`src/rtl/reg_sequencer.sv`:
```
// Register-file sequencer: reads x/y operands, runs one ALU micro-op, writes the result to z.
// Latency: done pulses 5 cycles after start is accepted (4 for CMP); start is ignored while busy.
module reg_sequencer #(
    parameter int W     = 8,
    parameter int SEL_W = 4
) (
    input  logic             clock,
    input  logic             reset,
    input  logic             start,
    input  logic [2:0]       op,
    input  logic [SEL_W-1:0] x_reg,
    input  logic [SEL_W-1:0] y_reg,
    input  logic [SEL_W-1:0] z_reg,
    output logic             busy,
    output logic             done,
    output logic             zero,
    output logic             carry,
    output logic [SEL_W-1:0] x_sel,
    output logic [SEL_W-1:0] y_sel,
    output logic [SEL_W-1:0] z_sel,
    output logic             x_enb,
    output logic             y_enb,
    output logic             z_enb,
    input  logic [W-1:0]     x_data,
    input  logic [W-1:0]     y_data,
    output logic [W-1:0]     z_data
);

    localparam logic [2:0] OP_MOV = 3'd0;
    localparam logic [2:0] OP_ADD = 3'd1;
    localparam logic [2:0] OP_SUB = 3'd2;
    localparam logic [2:0] OP_AND = 3'd3;
    localparam logic [2:0] OP_OR  = 3'd4;
    localparam logic [2:0] OP_XOR = 3'd5;
    localparam logic [2:0] OP_SHL = 3'd6;
    localparam logic [2:0] OP_CMP = 3'd7;

    typedef enum logic [2:0] {
        S_IDLE,
        S_READ_SEL,
        S_READ_STB,
        S_READ_CAP,
        S_EXEC,
        S_WRITE_STB,
        S_DONE
    } state_t;

    state_t           state_q, state_d;
    logic [2:0]       op_q, op_d;
    logic [SEL_W-1:0] dst_q, dst_d;
    logic [W-1:0]     a_q, a_d;
    logic [W-1:0]     b_q, b_d;
    logic             busy_q, busy_d;
    logic             done_q, done_d;
    logic             zero_q, zero_d;
    logic             carry_q, carry_d;
    logic [SEL_W-1:0] x_sel_q, x_sel_d;
    logic [SEL_W-1:0] y_sel_q, y_sel_d;
    logic [SEL_W-1:0] z_sel_q, z_sel_d;
    logic             x_enb_q, x_enb_d;
    logic             y_enb_q, y_enb_d;
    logic             z_enb_q, z_enb_d;
    logic [W-1:0]     z_data_q, z_data_d;

    logic [W:0]       alu_ext;
    logic [W-1:0]     alu_res;
    logic             alu_c;

    // ALU evaluated at W+1 bits so bit W carries the add carry / sub borrow / shift-out.
    always_comb begin
        alu_ext = '0;
        alu_c   = 1'b0;
        case (op_q)
            OP_MOV: alu_ext = {1'b0, a_q};
            OP_ADD: begin
                alu_ext = {1'b0, a_q} + {1'b0, b_q};
                alu_c   = alu_ext[W];
            end
            OP_AND: alu_ext = {1'b0, a_q & b_q};
            OP_OR:  alu_ext = {1'b0, a_q | b_q};
            OP_XOR: alu_ext = {1'b0, a_q ^ b_q};
            OP_SHL: begin
                alu_ext = {a_q, 1'b0};
                alu_c   = alu_ext[W];
            end
            default: begin
                alu_ext = {1'b0, a_q} - {1'b0, b_q};
                alu_c   = alu_ext[W];
            end
        endcase
        alu_res = alu_ext[W-1:0];
    end

    always_comb begin
        state_d  = state_q;
        op_d     = op_q;
        dst_d    = dst_q;
        a_d      = a_q;
        b_d      = b_q;
        busy_d   = busy_q;
        done_d   = 1'b0;
        zero_d   = zero_q;
        carry_d  = carry_q;
        x_sel_d  = x_sel_q;
        y_sel_d  = y_sel_q;
        z_sel_d  = z_sel_q;
        x_enb_d  = 1'b0;
        y_enb_d  = 1'b0;
        z_enb_d  = 1'b0;
        z_data_d = z_data_q;

        case (state_q)
            S_IDLE: begin
                if (start) begin
                    op_d    = op;
                    dst_d   = z_reg;
                    x_sel_d = x_reg;
                    y_sel_d = y_reg;
                    busy_d  = 1'b1;
                    state_d = S_READ_SEL;
                end
            end
            S_READ_SEL: begin
                x_enb_d = 1'b1;
                y_enb_d = 1'b1;
                state_d = S_READ_STB;
            end
            S_READ_STB: state_d = S_READ_CAP;
            S_READ_CAP: begin
                a_d     = x_data;
                b_d     = y_data;
                state_d = S_EXEC;
            end
            S_EXEC: begin
                zero_d  = (alu_res == '0);
                carry_d = alu_c;
                // CMP only updates flags; the write-side outputs keep the previous result.
                if (op_q == OP_CMP) begin
                    done_d  = 1'b1;
                    state_d = S_DONE;
                end else begin
                    z_sel_d  = dst_q;
                    z_data_d = alu_res;
                    z_enb_d  = 1'b1;
                    state_d  = S_WRITE_STB;
                end
            end
            S_WRITE_STB: begin
                done_d  = 1'b1;
                state_d = S_DONE;
            end
            S_DONE: begin
                busy_d  = 1'b0;
                state_d = S_IDLE;
            end
            default: state_d = S_IDLE;
        endcase
    end

    always_ff @(posedge clock) begin
        if (reset) begin
            state_q  <= S_IDLE;
            op_q     <= '0;
            dst_q    <= '0;
            a_q      <= '0;
            b_q      <= '0;
            busy_q   <= 1'b0;
            done_q   <= 1'b0;
            zero_q   <= 1'b0;
            carry_q  <= 1'b0;
            x_sel_q  <= '0;
            y_sel_q  <= '0;
            z_sel_q  <= '0;
            x_enb_q  <= 1'b0;
            y_enb_q  <= 1'b0;
            z_enb_q  <= 1'b0;
            z_data_q <= '0;
        end else begin
            state_q  <= state_d;
            op_q     <= op_d;
            dst_q    <= dst_d;
            a_q      <= a_d;
            b_q      <= b_d;
            busy_q   <= busy_d;
            done_q   <= done_d;
            zero_q   <= zero_d;
            carry_q  <= carry_d;
            x_sel_q  <= x_sel_d;
            y_sel_q  <= y_sel_d;
            z_sel_q  <= z_sel_d;
            x_enb_q  <= x_enb_d;
            y_enb_q  <= y_enb_d;
            z_enb_q  <= z_enb_d;
            z_data_q <= z_data_d;
        end
    end

    assign busy   = busy_q;
    assign done   = done_q;
    assign zero   = zero_q;
    assign carry  = carry_q;
    assign x_sel  = x_sel_q;
    assign y_sel  = y_sel_q;
    assign z_sel  = z_sel_q;
    assign x_enb  = x_enb_q;
    assign y_enb  = y_enb_q;
    assign z_enb  = z_enb_q;
    assign z_data = z_data_q;

endmodule

```
`config.mk`:
```
export PLATFORM = sky130hd
export DESIGN_NAME = reg_sequencer
export DESIGN_NICKNAME = d
export VERILOG_FILES = /design/src/rtl/reg_sequencer.sv
export SDC_FILE = /design/constraint.sdc
export NUM_CORES = 1
export LEC_CHECK = 0
export ABC_AREA = 1
export ABC_CLOCK_PERIOD_IN_PS = 4200
export CORE_MARGIN = 3
export CORE_UTILIZATION = 55
export CTS_BUF_LIST = sky130_fd_sc_hd__clkbuf_8
export DETAILED_ROUTE_END_ITERATION = 12
export DONT_BUFFER_PORTS = 1
export GPL_ROUTABILITY_DRIVEN = 0
export PLACE_DENSITY = 0.7
export SYNTH_ARGS = -nofsm -noshare
export SYNTH_HDL_FRONTEND = slang
export SYNTH_SLANG_ARGS = --single-unit
```
`constraint.sdc`:
```
create_clock -name clock -period 4.2 [get_ports clock]
set_clock_uncertainty 0.2 [all_clocks]
set_input_delay 0.63 -clock clock [delete_from_list [all_inputs] [get_ports clock]]
set_output_delay 0.63 -clock clock [all_outputs]
set_load 0.05 [all_outputs]
```
==> impl_results.md, run 1 <==
- CP arrival: 2.49 ns
- Worst path bufs/invs: 2
- Worst flop-to-flop path startpoint: a_q[3]
- Congestion Overflow GR: 0
- Cell-by-cell trace of the critical path: inv_1, ha_1, inv_1, a21oi_1, nand3_1, nand2_1, nor2_1, nor2_1, nand2_1, nor2_1, nand4_1, a21oi_1
- Chip Height: 81.4 microns
- Maxcap violations: 0
- Number of DRC violations after detailed-routing iteration 0: 206
- Core region area: 5300 sq um
- Number of global-route vias before repair: 2678
- Fmax: 0.410 GHz
- Most frequent cells in the layout: nand2_1 (85), inv_1 (62), dfxtp_1 (52)
- Share of the clock period used by the worst path after layout: 58.0%
- Critical Path Start Type: flop
- Final total power: 1.29 mW
- Most frequent standard cell in the layout excluding fill and tap cells: nand2_1
- CP delay by family, top: simple AND/OR/NAND/NOR gates
- Register area: 1040 sq um
- Overall fraction of global-route tracks in use: 23.9%
- Worst slack after detailed placement: 1.80 ns
- Largest fanout on the critical path: 7
- Dominant cell type by count on the critical path: nor2_1
- Number of gates resized after CTS: 0
- Max IR drop VDD: 213 uV
- Type of destination of the critical path: flop
- Net count after synthesis: 519
- Synthesized area divided by synthesized cell count: 6.81 sq um
- Number of failing hold endpoints at the final stage: 0
- Count of antenna diodes in the layout: 0
- RSZ-0062 raised after global routing: false
- First-pass GRT wire length: 12.4 mm
- TritonCTS clock tree: done
- Bufs on Longest Clock Path: 2
- Layout fillers: 523
- CTS Hold Bufs: 0
- Nets: 507
- Clock-pin transition on the worst setup and hold timing paths: 0.10 ns
- Clock latency reported for the late side of the worst-skew pair: 0.31 ns
- Fin Setup TNS: 0 ns
- Shortest clock period the worst path allows after layout: 2.44 ns
- Final core occ: 61.0%
- Root buffer cell: clkbuf_8
- Count of cells along the worst hold path: 1
- Fraction of synthesized cell area taken by the top area cell type: 33.3%
- Run status: completed
- Ratio of cells with drive above 1 in the final layout: 4.46%
- Cells on worst reg2reg path: 12
- Number of vias in the routed layout: 2833
- Largest net degree at the start of global routing: 45
- Power density over the cells: 399 nW/um^2
- Remaining antenna violation count: 0
- Final setup violating endpoints: 0
- Flop-to-flop setup slack: 1.76 ns
- Slowest stage cell on the critical path: dfxtp_1
- Static leakage power: 1.48 nW
- Buffers added on ports: 0
- Total wirelength of the detailed-routed design: 7.41 mm
- Initial antenna violation count: 0
- Horizontal die dimension: 81.4 microns
- Post-synth top flop: dfxtp_1
- CTS H-Tree Depth: 2
- Detailed-placement wirelength estimate: 5.54 mm
- Sink Count: 52
- Die Outline Area: 6620 sq um
- DRC viols: 0
- Hold_sp: reset
- Min-Delay Endpoint: zero
- Cell taking the most area after synthesis: dfxtp_1
- End of the worst register-to-register path: zero
- Starting density of the core: 58.9%
- Maximum single-stage delay on the critical path: 0.44 ns
- Placement Rows: 26
- Layout-stage area growth over the synthesis result: 3.52%
- Number of pins with negative max-slew slack in the final report: 0
- Min-delay worst type: in2reg
- Leading cell types by total area after synthesis: dfxtp_1 (33%), nand2_1 (10%), ha_1 (9.6%)
- Warnings from Yosys: 0
- # IOs: 61
- Count of flip-flops with a built-in enable after synthesis: 0
- Mapped Cells: 459
- Slew @ Worst Pin: 1.04 ns
- Number of distinct library cells after synthesis: 32
- Post-Synthesis Cell Area: 3130 sq um
- Multi-input logic area: 1730 sq um
- Worst setup slack after layout: 1.76 ns
- Number of buffers inserted during clock tree synthesis: 5
- Flip-flop and latch count after synthesis: 52
- Req. time, crit path: 4.25 ns
- Average wire per cell in the routed design: 14.3 microns
- Vias per cell: 5.47
- Fraction of the yosys area taken by sequential cells: 33.3%
- Classification of the worst setup path: reg2reg
- Iteration count of the initial detailed-routing pass: 4
- Number of buffers inserted to repair setup after CTS: 0
- Smallest hold slack: 0.173 ns
- Relative slew margins: 30.5%
- Fraction of registers with async set/reset: 0%
cell usage after synthesis (2+ instances only):
| cell | instances |
|---|---|
| nand4_1 | 11 |
| clkbuf_1 | 11 |
| o22ai_1 | 2 |
| nand3_1 | 31 |
| nor3_1 | 4 |
| nand3_2 | 2 |
| fa_1 | 2 |
| o21ai_0 | 51 |
| inv_2 | 5 |
| dfxtp_1 | 52 |
| nand2_1 | 85 |
| buf_2 | 5 |
| ha_1 | 24 |
| buf_4 | 3 |
| nor2_1 | 41 |
| inv_1 | 62 |
| nand2_2 | 2 |
| nand3b_1 | 2 |
| a21oi_1 | 51 |
worst max-delay path by stage:
stage	end	startpoint	cells past startpoint
floorplan	zero	a_q[0]	13
global placement	zero	a_q[3]	12
detailed placement	zero	a_q[3]	12
CTS	zero	a_q[3]	12
global route	zero	a_q[3]	12
finish	zero	a_q[3]	12
registers in the layout, indices dropped and copies added (netlist names):
| signal | flops |
|---|---|
| state_q | 3 |
| a_q | 8 |
| b_q | 8 |
| busy | 1 |
| z_data | 8 |
| z_sel | 4 |
| dst_q | 4 |
| x_sel | 4 |
| z_enb | 1 |
| y_sel | 4 |
| done | 1 |
| zero | 1 |
| carry | 1 |
| y_enb | 1 |
| op_q | 3 |
metrics by stage:
stage               cells  area, sq um
floorplan             459         3130
global placement      510         3120
detailed placement    510         3120
CTS                   518         3240
global route          518         3240
finish                518         3240
area by class of cell:
class	instances	share of cell area (%)
multi-input cells	320	53.6
flip-flops and latches	52	32.2
clock inverters	3	1.43
inverters	67	7.77
well taps	70	2.71
repair buffers	1	0.232
clock buffers	5	2.13
routing by layer:
| metal | up-vias | share of wire, % | track usage (%) |
|---|---|---|---|
| li1 | 1475 | - | - |
| met1 | 1251 | 45 | 31.6 |
| met2 | 99 | 45 | 38.1 |
| met3 | 8 | 8.4 | 4.88 |
| met4 | 0 | 1.3 | 8.78 |
| met5 | - | 0 | 0 |
report_power, final:
group          internal [mW]  switching (mW)
logic                 0.0920           0.197
clock network          0.180           0.177
registers              0.534           0.112
total                  0.806           0.485
kinds of logic (layout without fill, tap and decap cells):
kind of cell | count (synthesis) | count (layout) | synth area share [%]
compound gates | 111 | 111 | 18.6
xor+xnor | 1 | 1 | 0.280
simple gates | 182 | 182 | 25.7
fa+ha+maj | 26 | 26 | 10.9
flops | 52 | 52 | 33.3
buf+inv | 87 | 76 | 11.2
worst register-to-register path: stages, from the launching register on:
cell     delay (ns)
dfxtp_1        0.44
inv_1          0.11
ha_1           0.42
inv_1          0.16
a21oi_1        0.21
nand3_1        0.10
nand2_1        0.08
nor2_1         0.04
nor2_1         0.18
nand2_1        0.07
nor2_1         0.12
nand4_1        0.11
a21oi_1        0.13
Note: power is estimated with default switching activity, not from simulation.
==> run 2, diff against run 1 <==
- ABC_CLOCK_PERIOD_IN_PS: 4200 -> 2500
- clock period: 4.2 -> 2.5 ns (I/O delays scaled with it)
==> run 2 against run 1 <==
Against the previous run: flip-flop and latch count unchanged; clock power grew 44%; setup slack worse by 1.5 ns; maximum frequency increased by 7.0%; global-route usage grew 1.1 points; power grew 63%; cell count rose by 1.2%; non-clock buffer count is 6 higher; sequential power grew 64%.
==> impl_results.md, run 2 (same netlist as run 1, synthesis figures left out) <==
- Bufs on Longest Clock Path: 2
- Vias per cell: 5.61
- Min-delay worst type: in2reg
- Number of global-route vias before repair: 2813
- Core region area: 5300 sq um
- Layout fillers: 513
- Final total power: 2.11 mW
- Cells on worst reg2reg path: 12
- Clock-pin transition on the worst setup and hold timing paths: 0.10 ns
- Placement Rows: 26
- CTS H-Tree Depth: 2
- Layer with the highest usage after global routing: met2
- Detailed-placement wirelength estimate: 5.80 mm
- Power density over the cells: 645 nW/um^2
- Instance count after placement with tap cells included: 515
- Critical Path Start Type: flop
- Register area: 1040 sq um
- Number of vias in the routed layout: 2942
- # IOs: 61
- Average wire per cell in the routed design: 14.8 microns
- Smallest hold slack: 0.0204 ns
- Number of buffers inserted during clock tree synthesis: 5
- Relative slew margins: 43.4%
- Number of failing hold endpoints at the final stage: 0
- Buffers added on ports: 0
- Maxcap violations: 0
- Static leakage power: 1.50 nW
- Max IR drop VDD: 387 uV
- Congestion Overflow GR: 0
- Largest fanout on the critical path: 5
- Nets: 513
- Final core occ: 61.7%
- DRC viols: 0
- Count of cells along the worst hold path: 3
- Sink Count: 52
- CP arrival: 2.33 ns
- Layout-stage area growth over the synthesis result: 4.60%
- Fmax: 0.439 GHz
- Req. time, crit path: 2.55 ns
- Ratio of cells with drive above 1 in the final layout: 6.17%
- Chip Height: 81.4 microns
- Iteration count of the initial detailed-routing pass: 7
- Met2 demand-to-capacity share in global routing: 40.6%
- Shortest clock period the worst path allows after layout: 2.28 ns
- Starting density of the core: 58.9%
- Horizontal die dimension: 81.4 microns
- Run status: completed
- Root buffer cell: clkbuf_8
- Total wirelength of the detailed-routed design: 7.73 mm
- Final setup violating endpoints: 0
- Die Outline Area: 6620 sq um
- TritonCTS clock tree: done
- First-pass GRT wire length: 12.8 mm
- Initial antenna violation count: 0
- Most frequent standard cell in the layout excluding fill and tap cells: nand2_1
- Number of pins with negative max-slew slack in the final report: 0
- Count of antenna diodes in the layout: 0
- Remaining antenna violation count: 0
- M1 GR Usage: 32.2%
- Number of DRC violations after detailed-routing iteration 0: 235
- Most frequent cells in the layout: nand2_1 (85), inv_1 (61), o21ai_0 (51), dfxtp_1 (51), a21oi_1 (50)
- Slew @ Worst Pin: 0.848 ns
- Global routing met3 resource utilization: 4.88%
- Multi-input logic area: 1740 sq um
- Fin Setup TNS: 0 ns
- Classification of the worst setup path: reg2reg
- Clock latency reported for the late side of the worst-skew pair: 0.31 ns
- Overall fraction of global-route tracks in use: 24.9%
- Type of destination of the critical path: flop
- Number of buffers inserted to repair setup after CTS: 0
- Largest net degree at the start of global routing: 45
- Non-filler instance count after layout: 524
- Share of the clock period used by the worst path after layout: 91.1%
==> run 2: worst max-delay path: stages, from the launching register on <==
cell and delay [ns]:
dfxtp_1 0.33, inv_1 0.14, ha_1 0.18, inv_1 0.07
fa_1 0.43, xnor2_1 0.16, nand2_1 0.08, nand3_1 0.12
nor2_1 0.14, nand2_1 0.07, nor2_1 0.10, nand4_1 0.09
a21oi_1 0.13
==> run 2: power by group <==
group | internal (mW) | switching [mW] | total (mW)
clock network | 0.206 | 0.308 | 0.514
logic | 0.168 | 0.363 | 0.531
registers | 0.897 | 0.166 | 1.06
total | 1.27 | 0.837 | 2.11
==> run 2: through the flow <==
step,area (sq um),worst slack [ns]
final,3270,0.222
after global routing,3270,-0.0000335
after CTS,3260,0.237
after detailed placement,3160,0.266
after global placement,3160,0.346
after floorplan,3130,0.503
==> run 2: area by class of cell <==
cell class              instances  area share (%)
flip-flops and latches         52            31.9
repair buffers                  7            1.68
clock inverters                 3           0.842
clock buffers                   5            2.10
well taps                      70            2.68
multi-input cells             320            53.1
inverters                      67            7.69
==> run 2: final timing paths <==
path | endpoint | slack (ns) | start
worst max-delay path | zero | 0.22 | a_q[0]
worst min-delay path | z_data[2] | 0.02 | reset
worst max register to register | zero | 0.22 | a_q[0]
worst min register to register | dst_q[0] | 0.26 | dst_q[0]
==> run 2: repair_timing <==
item / in CTS / in global routing
hold buffers: 1 / 0
resized for setup: 0 / 3
setup endpoints to repair: 0 / 1
hold endpoints to repair: 7 / 0
==> run 2: routing by layer <==
layer / wire, microns / share of wire, %
met1: 3480 / 45
met2: 3590 / 46
met3: 518 / 6.7
met4: 144 / 1.9
met5: 0 / 0
